[src/rtl/joy_dir_filter.sv]
// Multi-player joystick direction conditioner.
// Per player: two-flop sync, per-bit debounce, then one of four direction
// modes (passthrough, 4-way last-pressed, 4-way first-held, 8-way SOCD
// neutral). Direction nibble order is {up, down, left, right} = [3:0].
// state_dbg exposes each player's lock state (3 bits per player) for checkers.
module joy_dir_filter #(
  parameter int PLAYERS = 2,
  parameter int DB_W    = 8
) (
  input  logic                 clk,
  input  logic                 reset_n,
  input  logic                 ce,
  input  logic [1:0]           mode,
  input  logic [DB_W-1:0]      db_len,
  input  logic [4*PLAYERS-1:0] indir,
  output logic [4*PLAYERS-1:0] outdir,
  output logic [PLAYERS-1:0]   changed,
  output logic [3*PLAYERS-1:0] state_dbg
);

  // Bit 2 = locked, bits [1:0] = locked direction index.
  typedef enum logic [2:0] {
    ST_FREE   = 3'b000,
    ST_LOCK_R = 3'b100,
    ST_LOCK_L = 3'b101,
    ST_LOCK_D = 3'b110,
    ST_LOCK_U = 3'b111
  } lock_state_t;

  localparam logic [1:0] MODE_PASS = 2'd0;
  localparam logic [1:0] MODE_LAST = 2'd1;
  localparam logic [1:0] MODE_HOLD = 2'd2;
  localparam logic [1:0] MODE_SOCD = 2'd3;

  // Highest-priority set bit: up > down > left > right.
  function automatic logic [1:0] prio_bit(input logic [3:0] v);
    if (v[3])      prio_bit = 2'd3;
    else if (v[2]) prio_bit = 2'd2;
    else if (v[1]) prio_bit = 2'd1;
    else           prio_bit = 2'd0;
  endfunction

  function automatic lock_state_t lock_to(input logic [1:0] d);
    lock_to = lock_state_t'({1'b1, d});
  endfunction

  logic [1:0] mode_q;
  logic       mode_switch;

  assign mode_switch = (mode != mode_q);

  // Mode register; also loaded during reset so release never looks like a switch.
  always_ff @(posedge clk) begin
    mode_q <= mode;
  end

  for (genvar p = 0; p < PLAYERS; p++) begin : g_player
    logic [3:0]      s1, s2, db, db_prev, rise;
    logic [3:0]      out_q, out_n;
    logic            chg_q;
    logic [DB_W-1:0] cnt [4];
    lock_state_t     state, state_n, fallback;
    logic            held;

    // Next lock state and next output for this player.
    always_comb begin
      rise     = db & ~db_prev;
      held     = state[2] && db[state[1:0]];
      fallback = (db != 4'b0000) ? lock_to(prio_bit(db)) : ST_FREE;
      state_n  = ST_FREE;
      out_n    = 4'b0000;
      case (mode_q)
        MODE_PASS: begin
          state_n = ST_FREE;
          out_n   = db;
        end
        MODE_LAST: begin
          if (rise != 4'b0000) state_n = lock_to(prio_bit(rise));
          else if (held)       state_n = state;
          else if (state[2])   state_n = fallback;
          else                 state_n = ST_FREE;
          out_n = state_n[2] ? (4'b0001 << state_n[1:0]) : 4'b0000;
        end
        MODE_HOLD: begin
          // A held lock ignores rises; otherwise (free or released) take the top held bit.
          state_n = held ? state : fallback;
          out_n   = state_n[2] ? (4'b0001 << state_n[1:0]) : 4'b0000;
        end
        MODE_SOCD: begin
          state_n = ST_FREE;
          out_n   = {(db[3] ^ db[2]) ? db[3:2] : 2'b00,
                     (db[1] ^ db[0]) ? db[1:0] : 2'b00};
        end
      endcase
      if (mode_switch) begin
        state_n = ST_FREE;
        out_n   = 4'b0000;
      end
    end

    // Input synchronisation and per-bit debounce.
    always_ff @(posedge clk) begin
      if (!reset_n) begin
        s1      <= 4'b0000;
        s2      <= 4'b0000;
        db      <= 4'b0000;
        db_prev <= 4'b0000;
        for (int b = 0; b < 4; b++) cnt[b] <= '0;
      end else begin
        s1      <= indir[4*p +: 4];
        s2      <= s1;
        db_prev <= db;
        for (int b = 0; b < 4; b++) begin
          if (s2[b] == db[b]) begin
            cnt[b] <= '0;
          end else if (db_len == '0) begin
            db[b]  <= s2[b];
            cnt[b] <= '0;
          end else if (ce) begin
            if (cnt[b] == db_len - 1'b1) begin
              db[b]  <= s2[b];
              cnt[b] <= '0;
            end else begin
              cnt[b] <= cnt[b] + 1'b1;
            end
          end
        end
      end
    end

    // Lock FSM with registered direction output and change pulse.
    always_ff @(posedge clk) begin
      if (!reset_n) begin
        state <= ST_FREE;
        out_q <= 4'b0000;
        chg_q <= 1'b0;
      end else begin
        state <= state_n;
        out_q <= out_n;
        chg_q <= (out_n != out_q);
      end
    end

    assign outdir[4*p +: 4]    = out_q;
    assign changed[p]          = chg_q;
    assign state_dbg[3*p +: 3] = state;
  end

endmodule

[config.mk]
export PLATFORM = sky130hd
export DESIGN_NAME = joy_dir_filter
export DESIGN_NICKNAME = d
export VERILOG_FILES = /design/src/rtl/joy_dir_filter.sv
export SDC_FILE = /design/constraint.sdc
export NUM_CORES = 1
export LEC_CHECK = 0
export ABC_AREA = 1
export CAP_MARGIN = 15
export CORE_ASPECT_RATIO = 0.7
export CORE_MARGIN = 4
export CORE_UTILIZATION = 40
export DETAILED_ROUTE_END_ITERATION = 12
export GPL_TIMING_DRIVEN = 0
export SLEW_MARGIN = 20
export SYNTH_ARGS = -nofsm -noshare
export SYNTH_HDL_FRONTEND = slang
export SYNTH_SLANG_ARGS = --single-unit
[constraint.sdc]
create_clock -name clk -period 3 [get_ports clk]
set_input_delay 0.45 -clock clk [delete_from_list [all_inputs] [get_ports clk]]
set_output_delay 0.45 -clock clk [all_outputs]
set_load 0.05 [all_outputs]
==> results.toml, run 1 <==
[timing]
hold_violations = 0
final.min_clock_period_ns = 2.74
tightest_slew_ns = 0.846
setup_viol = 0
finalCritPeriodShare = 0.912
slew_viol_final = 0
relSlewSlack = 0.434
setup_ws_ns = 0.264
max_freq_ghz = 0.366
rsz0062_at_grt = "false"
tns_ns = 0
holdWs_ns = 0.408
finClkSkew_ns = 0.00533

[global_route]
grt_pass1_vias = 5403
grtUsageTotal = 0.177
grt_pass1_wl_um = 27800
use_met3 = 0.0464
top_usage_layer = "met1"
antenna_found_initial = 0
grt_use_met1 = 0.265
gr-usage-met2 = 0.245
grt_max_degree = 17
overflow = 0

[power]
power.leakage_nw = 3.63
p_per_area_mw_per_mm2 = 499
fin_total_pwr_mw = 4.19
peakVddDrop_v = 0.000319

[synth]
synth-simple-area-share = 0.348
synthArstFlopShare = 0
synth_top_area_share = 0.271
synth_edf_count = 64
synthTopCellsByArea = "edfxtp_1 27%, dfxtp_1 14%, nand2_1 12%"
syn_area_per_cell_um2 = 7.56
synth.mux.area_fraction = 0
synth-main-ff-cell = "edfxtp_1"
syn-num-nets = 970
synth_cell_types = 41
syn_inst = 939
synth_warnings = 0
yosysTopAreaCell = "edfxtp_1"
synth_xor_area_frac = 0.0839
yosys.area_share.adder = 0.0176
synth_compound_area_frac = 0.0463
synth_top_family_by_area = "simple AND/OR/NAND/NOR gates"
seq_area_frac_synth = 0.412
synth_area_mm2 = 0.00710
synth_seq_cells = 114

[cts]
cts_hold_buffers = 0
cts_num_sinks = 114
clk_pin_slew_ns = 0.05
clock_path_buffers = 2
clock_latency_ns = 0.42
tritoncts = "done"
cts-buffers-inserted = 17
cts_root_buffer = "clkbuf_16"
h-tree-depth = 4

[floorplan]
core_area_mm2 = 0.0173
die_w_um = 167
placementRows = 40
ioPinCount = 37
fp.dieH_um = 119
initial_core_util = 0.411
die-area_mm2 = 0.0200

[placed_design]
portBuffers = 36
gp_congestion = 0.929
hpwlAfterDp_um = 12400
placed_area_mm2 = 0.00775
pre_cts_ws_ns = -0.381

[finish]
layout-drive-gt1-share = 0.110
areaGrowthSynthToFinish_pct = 18.2
nFillCells = 1736
n_antenna_cell = 0
fin_area_mm2 = 0.00840
nets = 1029

[detailed_routing]
wl_um = 16900
drtIter0Drc = 507
drtAntennaViolNets = 0
wl_per_cell_um = 13.6
drc = 0
vias_per_cell = 4.81
drt_first_pass_iters = 5
vias = 5978

[critical_path]
slowest_stage = "nor2_1"
critPathCaptureType = "register"
start_kind = "primary input"
max_stage_delay_ns = 0.65
cpMostUsedCell = "inv_1"
cp_num_buf_inv = 4
path_delay_family = "simple AND/OR/NAND/NOR gates"
cp_max_fo = 10
timing.critical_path.cells = "clkdlybuf4s50_1 > buf_6 > inv_1 > ha_1 > inv_1 > nor3_2 > nor2_1 > nand2_1"
worstSetupPathType = "in2reg"
arrival_ns = 2.79
cp.required_ns = 3.05

[flow_run]
maxCapViolations = 0

[min_path]
min_path_type = "reg2reg"

[status]
status = "finished, final reports clean"
-- power by group --
part           switching, mW  internal, mW  leakage (nW)
Combinational          0.248         0.140          2.15
Sequential            0.0306          1.68          1.18
Clock                  0.716          1.38         0.291
Total                  0.995          3.19          3.63
-- worst reg2reg max path: stages (launching register included) --
cell and delay (ns):
dfxtp_1 0.42, inv_1 0.06, nor2_1 0.44, nand2_1 0.15, a21oi_1 0.25, nand2_1 0.10, nand2_1 0.08, inv_1 0.04
nand2_1 0.06, nand2_1 0.07, nand2_1 0.06, nand2_1 0.05, nor2_1 0.10, a21oi_1 0.07
-- per-layer routing --
metal,part of all wire,vias up,wire length (um)
li1,-,3100,-
met5,0,-,0
met1,0.53,2691,8900
met4,0.016,0,263
met2,0.40,162,6740
met3,0.059,25,997
-- cells in the mapped netlist, types with 2 or more instances --
cell      number
o21a_1         2
xor2_1        48
a21oi_1       35
nor2_2         8
nor3b_2        4
o21ai_0        4
nand2_2        9
nand3_4        2
dfxtp_1       50
nand4_2        2
nand3b_1       6
xnor2_1       20
buf_2          6
buf_4          6
nand4_1       16
a31oi_1        4
inv_2          7
nor3_1        12
nor2_1       133
nand2_1      233
edfxtp_1      64
nand3_2        4
or2_1          2
o21ai_1        3
a21oi_2        3
nand2_4        5
or2_2          4
ha_1          10
nand3_1       67
inv_1        139
o211ai_1       2
nand4_4        3
o31ai_1        4
nor3_2        10
clkbuf_1       6
-- registers in the layout, indices dropped and copies added, names as in the netlist --
register	flops
g_player.state	6
g_player.db_prev	8
g_player.db	8
g_player.chg_q	2
mode_q	2
g_player.s1	8
g_player.out_q	8
g_player.s2	8
g_player.cnt	64
-- cell usage in the layout, fill, tap and decap left out, types with 5 or more instances in the layout --
cell type,n
nand2_1,233
inv_1,138
nor2_1,133
nand3_1,67
edfxtp_1,64
dfxtp_1,50
xor2_1,48
clkdlybuf4s50_1,36
a21oi_1,35
xnor2_1,20
clkbuf_16,17
nand4_1,16
nor3_1,12
nor3_2,10
ha_1,10
buf_4,9
clkbuf_1,9
nor2_2,8
nand2_2,8
inv_2,7
buf_2,6
nand2_4,6
nand3b_1,6
clkinv_2,5
-- stage by stage --
stage	utilization	cells
final	0.486	1242
after global routing	0.486	1242
after CTS	0.484	1238
after detailed placement	0.449	1206
after global placement	0.449	1206
after floorplan	-	939
-- area by class of cell --
cell class	count	area [um^2]	area share
Sequential cell	114	2920	0.348
Buffer	19	109	0.0130
Timing Repair Buffer	40	390	0.0465
Inverter	147	558	0.0665
Tap cell	231	289	0.0344
Clock inverter	12	164	0.0195
Clock buffer	20	437	0.0520
Multi-Input combinational cell	659	3530	0.420
-- cell families (layout without fill, tap and decap cells) --
| family | Yosys count | after routing |
|---|---|---|
| AOI/OAI and AO/OA | 58 | 58 |
| adders and majority gates | 10 | 10 |
| DFF | 114 | 114 |
| buffers and inverters | 166 | 238 |
| xor gates and xnor gates | 68 | 68 |
| and+or+nand+nor | 523 | 523 |
-- worst paths after layout --
| check | startpoint | end | cells past startpoint | slack, ns |
|---|---|---|---|---|
| max reg2reg | mode_q[1] | g_player[0].chg_q | 13 | 0.93 |
| min reg2reg | g_player[1].s1[1] | g_player[1].s2[1] | 2 | 0.41 |
| max | db_len[0] | g_player[1].cnt[3][4] | 8 | 0.26 |
| min | g_player[1].s1[1] | g_player[1].s2[1] | 2 | 0.41 |
-- timing repair --
item,4_1_cts,5_1_grt
endpoints found under the setup margin,0,31
resized for setup,0,5
buffers inserted,0,4
Note: power is estimated with default switching activity, not from simulation.
==> run 2: changes to the inputs <==
--- a/config.mk
+++ b/config.mk
@@ -12,7 +12,6 @@
 export CORE_UTILIZATION = 40
 export DETAILED_ROUTE_END_ITERATION = 12
 export GPL_TIMING_DRIVEN = 0
-export SLEW_MARGIN = 20
 export SYNTH_ARGS = -nofsm -noshare
 export SYNTH_HDL_FRONTEND = slang
 export SYNTH_SLANG_ARGS = --single-unit
==> results of run 2 <==
The final DEF is identical to that of run 1; final timing and power are the same.
